`src/rtl/mod_n_updown_counter.sv`:
```
// Parametrised modulo-N up/down counter with load, cascade carry and sticky wrap flag.
// Optional registered Gray-code output when COUNTER_GRAY_OUT_EN is defined.
module mod_n_updown_counter #(
    parameter int WIDTH   = 4,
    parameter int MODULUS = 10
) (
    input  logic             clk,
    input  logic             clear,
    input  logic             en,
    input  logic             up,
    input  logic             load,
    input  logic [WIDTH-1:0] d,
    output logic [WIDTH-1:0] q,
    output logic             tc_out,
    output logic             wrapped
`ifdef COUNTER_GRAY_OUT_EN
    ,
    output logic [WIDTH-1:0] gray
`endif
);

    localparam logic [WIDTH-1:0] QMAX    = WIDTH'(MODULUS - 1);
    localparam logic [WIDTH:0]   MOD_EXT = (WIDTH + 1)'(MODULUS);

    generate
        if (WIDTH < 2 || WIDTH > 16) begin : g_bad_width
            $error("mod_n_updown_counter: WIDTH must be 2..16");
        end
        if (MODULUS < 2 || MODULUS > (1 << WIDTH)) begin : g_bad_modulus
            $error("mod_n_updown_counter: MODULUS must be 2..2**WIDTH");
        end
`ifdef COUNTER_GRAY_OUT_EN
        if (MODULUS != (1 << WIDTH)) begin : g_bad_gray
            $error("mod_n_updown_counter: Gray output needs MODULUS == 2**WIDTH");
        end
`endif
    endgenerate

    logic [WIDTH-1:0] q_next;
    logic             wrap_next;

    always_comb begin
        q_next    = q;
        wrap_next = wrapped;
        if (load) begin
            q_next    = ({1'b0, d} >= MOD_EXT) ? QMAX : d;
            wrap_next = 1'b0;
        end else if (en) begin
            if (up) begin
                // >= also catches a corrupted out-of-range count and treats it as a wrap
                if (q >= QMAX) begin
                    q_next    = '0;
                    wrap_next = 1'b1;
                end else begin
                    q_next = q + 1'b1;
                end
            end else begin
                if (q == '0) begin
                    q_next    = QMAX;
                    wrap_next = 1'b1;
                end else if (q > QMAX) begin
                    q_next = QMAX;
                end else begin
                    q_next = q - 1'b1;
                end
            end
        end
    end

    assign tc_out = clear & en & ~load & (up ? (q == QMAX) : (q == '0));

    always_ff @(posedge clk or negedge clear) begin
        if (!clear) begin
            q       <= '0;
            wrapped <= 1'b0;
        end else begin
            q       <= q_next;
            wrapped <= wrap_next;
        end
    end

`ifdef COUNTER_GRAY_OUT_EN
    always_ff @(posedge clk or negedge clear) begin
        if (!clear) begin
            gray <= '0;
        end else begin
            gray <= q_next ^ (q_next >> 1);
        end
    end
`endif

endmodule
```
`config.mk`:
```
export PLATFORM = sky130hd
export DESIGN_NAME = mod_n_updown_counter
export DESIGN_NICKNAME = d
export VERILOG_FILES = /design/src/rtl/mod_n_updown_counter.sv
export SDC_FILE = /design/constraint.sdc
export NUM_CORES = 1
export LEC_CHECK = 0
export CAP_MARGIN = 0
export CORE_AREA = 2 2 39 41
export CTS_CLUSTER_SIZE = 28
export DETAILED_ROUTE_END_ITERATION = 7
export DIE_AREA = 0 0 41 43
export PLACE_DENSITY = 0.66
export SETUP_SLACK_MARGIN = 0.05
export SYNTH_ARGS = -nofsm -noshare
export SYNTH_HDL_FRONTEND = slang
export SYNTH_SLANG_ARGS = --single-unit
export TNS_END_PERCENT = 1
```
`constraint.sdc`:
```
create_clock -name clk -period 2.3 [get_ports clk]
set_input_delay 0.69 -clock clk [delete_from_list [all_inputs] [get_ports clk]]
set_output_delay 0.69 -clock clk [all_outputs]
set_load 0.02 [all_outputs]
```
==> results.cfg, run 1 <==
[run_status]
status = finished, final reports clean

[clocking]
h-tree-depth = 1
tritoncts = yes
clkLatencyLatePin_ps = 240
numCtsBuffers = 3
cts_num_sinks = 5
clk_pin_slew_ps = 40
cts_root_buf = clkbuf_4
clockBufferDepth = 2

[job]
max-cap-violations = 0

[pwr]
comb_power_share_pct = 51.5
p_seq_share_pct = 24.9
clkPwrFrac_pct = 23.6
p_leak_nw = 0.4128
powerDensity_mw_per_mm2 = 503.2
swShare_pct = 35.61
irDropWorstVdd_mv = 0.3008
net-switching-power_mw = 0.1551
p_int_mw = 0.2806
total_power_mw = 0.4357

[worst_setup_path]
worstSetupEndpointType = output pin
slowest_delay_ps = 200
arrival_ps = 1510
critPathLaunchType = primary input
cp_slowest_cell = clkdlybuf4s15_1
path_class = primary input to output pin
cp_max_fo = 3
path_cells = clkdlybuf4s15_1 -> inv_1 -> nand2_1 -> o21ai_2 -> and3_4 -> buf_6
cp.required_ps = 1610

[logic_synthesis]
synth-edff-count = 0
ys_ff_latch = 5
synth.avg_cell_area_um2 = 7.680
synthArstFlopShare_pct = 100.0
synth_compound_area_share_pct = 27.32
synth_top_family_by_area = compound AO/OA/AOI/OAI gates
synth_cell_types = 29
synth-adder-area-share_pct = 10.03
ys_seq_area_share_pct = 25.06
synth.net_count = 78
yosysWarnings = 0
synth_area_um2 = 499.2
synthMuxAreaShare_pct = 0
synthCells = 65
synth_xor_area_share_pct = 1.754
ys.flop_type = dfrtp_1
synth-simple-area-share_pct = 26.07

[finish]
drive_gt1_share_pct = 33.01
layout_commonest_cell = buf_4
utilization_pct = 62.57
fillCellCount = 129
final_nets = 117
final_cell_mix = buf_4 (24), clkdlybuf4s50_1 (10), inv_1 (7), nor2_1 (5), dfrtp_1 (5)
layoutNonFillerInstCount = 119
final_area_um2 = 865.8
antenna_cells = 0
area_growth_pct = 73.43

[placed_design]
hpwlAfterDp_um = 1106
place_area_um2 = 749.5
port_buffers = 14
gp_congestion = 0.8514
dp_cells = 106

[detailed_routing]
drtAntennaViolNets = 0
via_count = 630
post_drt_wl_per_cell_um = 12.66
remaining_drc_errors = 0
wl_um = 1506
first_pass_iters = 4
drt_iter0_drc = 16
routed_via_density = 5.294

[global_route]
grt_pass1_vias = 612
grt_use_total_pct = 20.69
grt_pass1_wl_um = 2470
grt_overflow = 0
grt_max_degree = 11
antenna_found_initial = 0

[die]
core_area_mm2 = 0.001384
die_h_um = 43
die-area_mm2 = 0.001763
die_w_um = 41
ioPinCount = 15
initial_core_util_pct = 36.08
rows = 14

[sta]
setup_tns_ps = 0
period_needed_ps = 2197
clock_skew_ps = 0.8582
period_share_pct = 95.54
max_freq_mhz = 455.1
worst_pin_slew_ps = 297.3
max_slew_margin_pct = 80.18
finalMaxSlewViolations = 0
setup_viol = 0
hold_viol_final = 0
rsz0062_at_grt = no

[min_path]
hold_class = register to register
==> Yosys cell counts (2+ instances only) <==
cell type / instances / share of area [%]
nand4_1: 3 / 3.8
o22ai_1: 2 / 2.5
ha_1: 4 / 10
a21oi_1: 4 / 4.0
clkbuf_1: 3 / 2.3
inv_1: 7 / 5.3
dfrtp_1: 5 / 25
a32oi_1: 2 / 3.5
o21ai_0: 5 / 5.0
nor2_1: 6 / 4.5
o21bai_1: 2 / 3.0
nand3_1: 3 / 3.0
nand2_1: 3 / 2.3
==> final cells by class <==
cell class	count	area [um^2]	area share, %
multi-input cells	49	349.1	40.32
repair buffers	38	319.1	36.85
flip-flops and latches	5	125.1	14.45
clock buffers	4	26.28	3.035
inverters	7	26.28	3.035
well taps	16	20.02	2.312
==> state kept, by name (all words and copies together), names as in the netlist <==
signal   cells
q            4
wrapped      1
==> path summary, 6_finish.rpt <==
check / from / to / slack (ps) / depth (start not counted)
worst min register to register: wrapped$_DFFE_PN0P_ / wrapped$_DFFE_PN0P_ / 530 / 2
worst max-delay path: up / tc_out / 100 / 6
worst min-delay path: wrapped$_DFFE_PN0P_ / wrapped$_DFFE_PN0P_ / 530 / 2
worst max register to register: q[0]$_DFFE_PN0P_ / q[3]$_DFFE_PN0P_ / 570 / 7
max in group asynchronous: clear / q[1]$_DFFE_PN0P_ / 1440 / 2
min in group asynchronous: clear / q[3]$_DFFE_PN0P_ / 750 / 2
==> repair_timing <==
action,4_1_cts,5_1_grt
gates resized for setup,15,1
setup buffers,9,0
setup endpoints to repair,1,1
pin swaps,3,0
cloned,0,0
hold buffers,0,0
==> cells by family after synthesis <==
family          count (synthesis)
flops                           5
xor+xnor                        1
compound gates                 21
buf+inv                        11
simple gates                   23
fa+ha+maj                       4
==> per-stage QoR <==
step           worst slack, ps  hold WS (ps)
6_report                 102.6         526.6
5_1_grt                  52.77         563.4
4_1_cts                  93.74         533.0
3_5_place_dp            -644.3         523.0
3_3_place_gp            -615.9         518.4
2_1_floorplan            234.6         394.4
==> metal layers <==
metal / track usage, % / wire length (um) / share of wire, % / vias to the layer above
met5: 0 / 0 / 0 / -
met4: 10.00 / 31 / 2.1 / 0
met3: 7.330 / 105 / 7.0 / 4
met2: 31.87 / 746 / 50 / 31
met1: 24.18 / 622 / 41 / 281
li1: - / - / - / 314
==> power by group through the flow <==
| stage | logic [mW] | registers, mW | clock network, mW |
|---|---|---|---|
| CTS | 0.223 | 0.108 | 0.103 |
| detailed placement | 0.208 | 0.108 | 0 |
| global placement | 0.206 | 0.108 | 0 |
| global route | 0.247 | 0.110 | 0.114 |
| finish | 0.225 | 0.108 | 0.103 |
| floorplan | 0.0957 | 0.125 | 0 |
==> worst max-delay path: cells and delay by family <==
kind | cells | cell delay, ps
buffers and inverters | 3 | 400
AOI/OAI and AO/OA | 1 | 140
and+or+nand+nor | 2 | 270
(Power assumes the default switching activity.)
==> run 2, diff against run 1 <==
--- a/config.mk
+++ b/config.mk
@@ -7,6 +7,7 @@
 export LEC_CHECK = 0
 export CAP_MARGIN = 0
 export CORE_AREA = 2 2 39 41
+export CTS_BUF_LIST = sky130_fd_sc_hd__clkbuf_4 sky130_fd_sc_hd__clkbuf_8
 export CTS_CLUSTER_SIZE = 28
 export DETAILED_ROUTE_END_ITERATION = 7
 export DIE_AREA = 0 0 41 43
==> results.cfg, run 2 (synthesized netlist as in run 1, its figures left out) <==
[finish]
antenna_cells = 0
layout_commonest_cell = buf_4
final_nets = 117
drive_gt1_share_pct = 33.98
top_regs = q (4), wrapped (1)
area_growth_pct = 74.19
layoutNonFillerInstCount = 119
largest_register_ff_count = 4
utilization_pct = 62.84
largest-register = q
final_cell_mix = buf_4 (24), clkdlybuf4s50_1 (10), inv_1 (7), nor2_1 (5), dfrtp_1 (5)
fillCellCount = 125

[die]
initial_core_util_pct = 36.08
ioPinCount = 15
die_w_um = 41
die-area_mm2 = 0.001763
core_area_mm2 = 0.001384
rows = 14
die_h_um = 43

[detailed_routing]
wl_met2_um = 806
drtAntennaViolNets = 0
post_drt_wl_per_cell_um = 13.07
drt_iter0_drc = 19
remaining_drc_errors = 0
via_count = 642
first_pass_iters = 4
wl_um = 1555
wl_met3_um = 88
top_layer = met4
routed_via_density = 5.395
m1WireLength_um = 649

[placed_design]
pre_cts_ws_ps = -644.3
port_buffers = 14
dp_cells = 106
gp_congestion = 0.8514
hpwlAfterDp_um = 1106

[clocking]
tritoncts = yes
cts_num_sinks = 5
clkLatencyLatePin_ps = 240
h-tree-depth = 1
numCtsBuffers = 3
clk_pin_slew_ps = 50
cts_root_buf = clkbuf_4
clockBufferDepth = 2

[worst_setup_path]
cp_slowest_cell = clkdlybuf4s15_1
arrival_ps = 1520
slowest_delay_ps = 210
worstSetupEndpointType = output pin
cp_max_fo = 3
path_class = primary input to output pin
critPathLaunchType = primary input
cp.required_ps = 1610
path_cells = clkdlybuf4s15_1 -> inv_1 -> nand2_1 -> o21ai_2 -> and3_4 -> buf_6

[sta]
hold_viol_final = 0
max_slew_margin_pct = 80.26
fin_ws_ps = 94.65
period_share_pct = 95.88
max_freq_mhz = 453.4
rsz0062_at_grt = no
finalMaxSlewViolations = 0
period_needed_ps = 2205
worst_pin_slew_ps = 296.1
clock_skew_ps = 3.480
setup_viol = 0

[min_path]
hold_class = register to register

[pwr]
irDropWorstVdd_mv = 0.3182
powerDensity_mw_per_mm2 = 516.2
total_power_mw = 0.4488
p_leak_nw = 0.4161

[global_route]
grt_use_total_pct = 21.47
grt_overflow = 0
antenna_found_initial = 0
grt_pass1_wl_um = 2546
grt_pass1_vias = 611
grt_max_degree = 11

[run_status]
status = finished, final reports clean

[job]
max-cap-violations = 0
==> run 2: through the flow <==
stage                     cell area [um^2]  setup TNS, ps  hold slack [ps]
after global placement               749.5         -615.9            518.4
after CTS                            865.8              0            533.0
after detailed placement             749.5         -644.3            523.0
after floorplan                      499.2              0            394.4
after global routing                 869.6              0            552.2
final                                869.6              0            533.7
==> run 2: critical path: cells and delay by family <==
family,cells,cell delay (ps)
buf+inv,3,410
simple gates,2,280
compound gates,1,140
==> run 2: report_power, final <==
group,leakage (nW),total [mW],switching (mW),internal [mW]
clock network,0.0184,0.115,0.0375,0.0774
logic,0.335,0.226,0.110,0.116
registers,0.0628,0.108,0.00915,0.0992
total,0.416,0.449,0.157,0.292
==> run 2: repair_timing <==
item                                    in CTS  in global routing
hold endpoints to repair                     0                  0
hold buffers                                 0                  0
resized for setup                           15                  1
buffers inserted                             9                  0
endpoints found under the setup margin       1                  1
pin swaps                                    3                  2
==> run 2: metal layers <==
metal / up-vias / track usage (%)
li1: 317 / -
met1: 296 / 24.76
met2: 27 / 34.06
met3: 2 / 6.806
met4: 0 / 10.00
met5: - / 0
==> run 2: cell type report <==
| cell class | instances | area (um^2) | area share, % |
|---|---|---|---|
| multi-input cells | 49 | 349.1 | 40.14 |
| inverters | 7 | 26.28 | 3.022 |
| flip-flops and latches | 5 | 125.1 | 14.39 |
| well taps | 16 | 20.02 | 2.302 |
| repair buffers | 38 | 319.1 | 36.69 |
| clock buffers | 4 | 30.03 | 3.453 |
==> run 2: worst paths after layout <==
check | start | end | slack, ps | depth (start not counted)
max in group asynchronous | clear | q[1]$_DFFE_PN0P_ | 1430 | 2
max reg2reg | q[0]$_DFFE_PN0P_ | q[3]$_DFFE_PN0P_ | 580 | 7
min reg2reg | wrapped$_DFFE_PN0P_ | wrapped$_DFFE_PN0P_ | 530 | 2
min in group asynchronous | clear | wrapped$_DFFE_PN0P_ | 760 | 2
max | up | tc_out | 90 | 6
min | wrapped$_DFFE_PN0P_ | wrapped$_DFFE_PN0P_ | 530 | 2
==> run 3, diff against run 2 <==
--- a/config.mk
+++ b/config.mk
@@ -11,7 +11,7 @@
 export CTS_CLUSTER_SIZE = 28
 export DETAILED_ROUTE_END_ITERATION = 7
 export DIE_AREA = 0 0 41 43
-export PLACE_DENSITY = 0.66
+export PLACE_DENSITY = 0.7
 export SETUP_SLACK_MARGIN = 0.05
 export SYNTH_ARGS = -nofsm -noshare
 export SYNTH_HDL_FRONTEND = slang
==> results.cfg, run 3 (synthesized netlist as in run 1, its figures left out) <==
[finish]
final_cell_mix = buf_4 (15), clkdlybuf4s50_1 (10), inv_1 (6), nor2_1 (5), dfrtp_1 (5)
area_growth_pct = 57.64
largest_register_ff_count = 4
top_regs = q (4), wrapped (1)
layout_commonest_cell = buf_4
final_nets = 108
drive_gt1_share_pct = 26.60
largest-register = q
utilization_pct = 56.87
antenna_cells = 0

[detailed_routing]
drtAntennaViolNets = 0
post_drt_wl_per_cell_um = 13.03
drt_iter0_drc = 23
remaining_drc_errors = 0
routed_via_density = 5.473
first_pass_iters = 4
via_count = 602
wl_um = 1433

[clocking]
cts_num_sinks = 5
clkLatencyLatePin_ps = 250
cts_root_buf = clkbuf_4
clockBufferDepth = 2
ctsHoldBuffers = 0
tritoncts = yes
cts_setup_buffers = 0
h-tree-depth = 1
numCtsBuffers = 3
clk_pin_slew_ps = 40

[global_route]
grt_pass1_vias = 575
grt_use_total_pct = 19.80
grt_overflow = 0
grt_pass1_wl_um = 2346
grt_max_degree = 11
antenna_found_initial = 0

[sta]
worst_pin_slew_ps = 318.7
setup_viol = 0
finalMaxSlewViolations = 0
clock_skew_ps = 4.851
rsz0062_at_grt = no
max_slew_margin_pct = 78.75
hold_viol_final = 0
period_share_pct = 95.69
max_freq_mhz = 454.4
period_needed_ps = 2201
fin_ws_ps = 99.23

[worst_setup_path]
cp.required_ps = 1610
crit_family = buffers and inverters
critPathBufInv = 3
path_cells = dlygate4sd2_1 -> inv_2 -> nand2_1 -> o21ai_1 -> and3_1 -> buf_6
arrival_ps = 1510
path_class = primary input to output pin
slowest_delay_ps = 270
critPathLaunchType = primary input
cp_slowest_cell = dlygate4sd2_1
worstSetupEndpointType = output pin
cp_max_fo = 3

[die]
initial_core_util_pct = 36.08
ioPinCount = 15
rows = 14
die-area_mm2 = 0.001763
die_h_um = 43
die_w_um = 41
core_area_mm2 = 0.001384

[pwr]
p_int_mw = 0.2806
net-switching-power_mw = 0.1526
powerDensity_mw_per_mm2 = 550.4
clkPwrFrac_pct = 26.5
p_seq_share_pct = 24.9
irDropWorstVdd_mv = 0.3309
swShare_pct = 35.22
p_leak_nw = 0.3720
comb_power_share_pct = 48.6

[job]
max-cap-violations = 0

[placed_design]
pre_cts_ws_ps = -602.4
hpwlAfterDp_um = 1143
port_buffers = 14
gp_congestion = 0.8662

[min_path]
hold_class = register to register

[run_status]
status = finished, final reports clean
run 3: area by class of cell:
type,count,area [um^2]
repair buffers,29,250.2
flip-flops and latches,5,125.1
well taps,16,20.02
fillers,127,596.8
multi-input cells,49,335.3
inverters,7,26.28
clock buffers,4,30.03
run 3: per-stage QoR:
step | power, mW | hold WS (ps) | cells | area (um^2) | TNS [ps]
after floorplan | 0.2210 | 394.4 | 65 | 499.2 | 0
after global placement | 0.3128 | 521.4 | 106 | 749.5 | -622.6
after detailed placement | 0.3166 | 560.9 | 106 | 749.5 | -602.4
after CTS | 0.4355 | 568.2 | 110 | 787.0 | 0
after global routing | 0.4709 | 588.6 | 110 | 787.0 | 0
final | 0.4332 | 554.6 | 110 | 787.0 | 0
run 3: timing repair:
action                                  4_1_cts  5_1_grt
hold endpoints to repair                      0        0
endpoints found under the setup margin        1        1
pin swaps                                     2        1
gates resized for setup                      12        1
run 3: layer usage:
metal / global-route usage (%) / share of wire (%) / wire, um
met1: 22.90 / 44 / 636
met2: 32.50 / 51 / 725
met3: 8.377 / 3.9 / 56
met4: 4.000 / 0.98 / 14
met5: 0 / 0 / 0
run 3: worst paths after layout:
kind,end,from,slack [ps],cells after the start
setup / recovery,tc_out,up,100,6
hold / removal,wrapped$_DFFE_PN0P_,wrapped$_DFFE_PN0P_,550,2
setup reg to reg,q[3]$_DFFE_PN0P_,q[0]$_DFFE_PN0P_,570,7
hold reg to reg,wrapped$_DFFE_PN0P_,wrapped$_DFFE_PN0P_,550,2
max in group asynchronous,q[1]$_DFFE_PN0P_,clear,1440,2
min in group asynchronous,q[2]$_DFFE_PN0P_,clear,750,2
run 3: power by group through the flow:
stage | registers [mW] | logic, mW | clock network, mW
final | 0.108 | 0.211 | 0.115
after global placement | 0.109 | 0.204 | 0
after detailed placement | 0.109 | 0.208 | 0
after floorplan | 0.125 | 0.0957 | 0
after global routing | 0.109 | 0.236 | 0.126
after CTS | 0.108 | 0.209 | 0.119
run 3: worst min-delay path, stage by stage, from the launching register on:
cell and delay (ps):
dfrtp_1 380, inv_1 60, o22ai_1 70
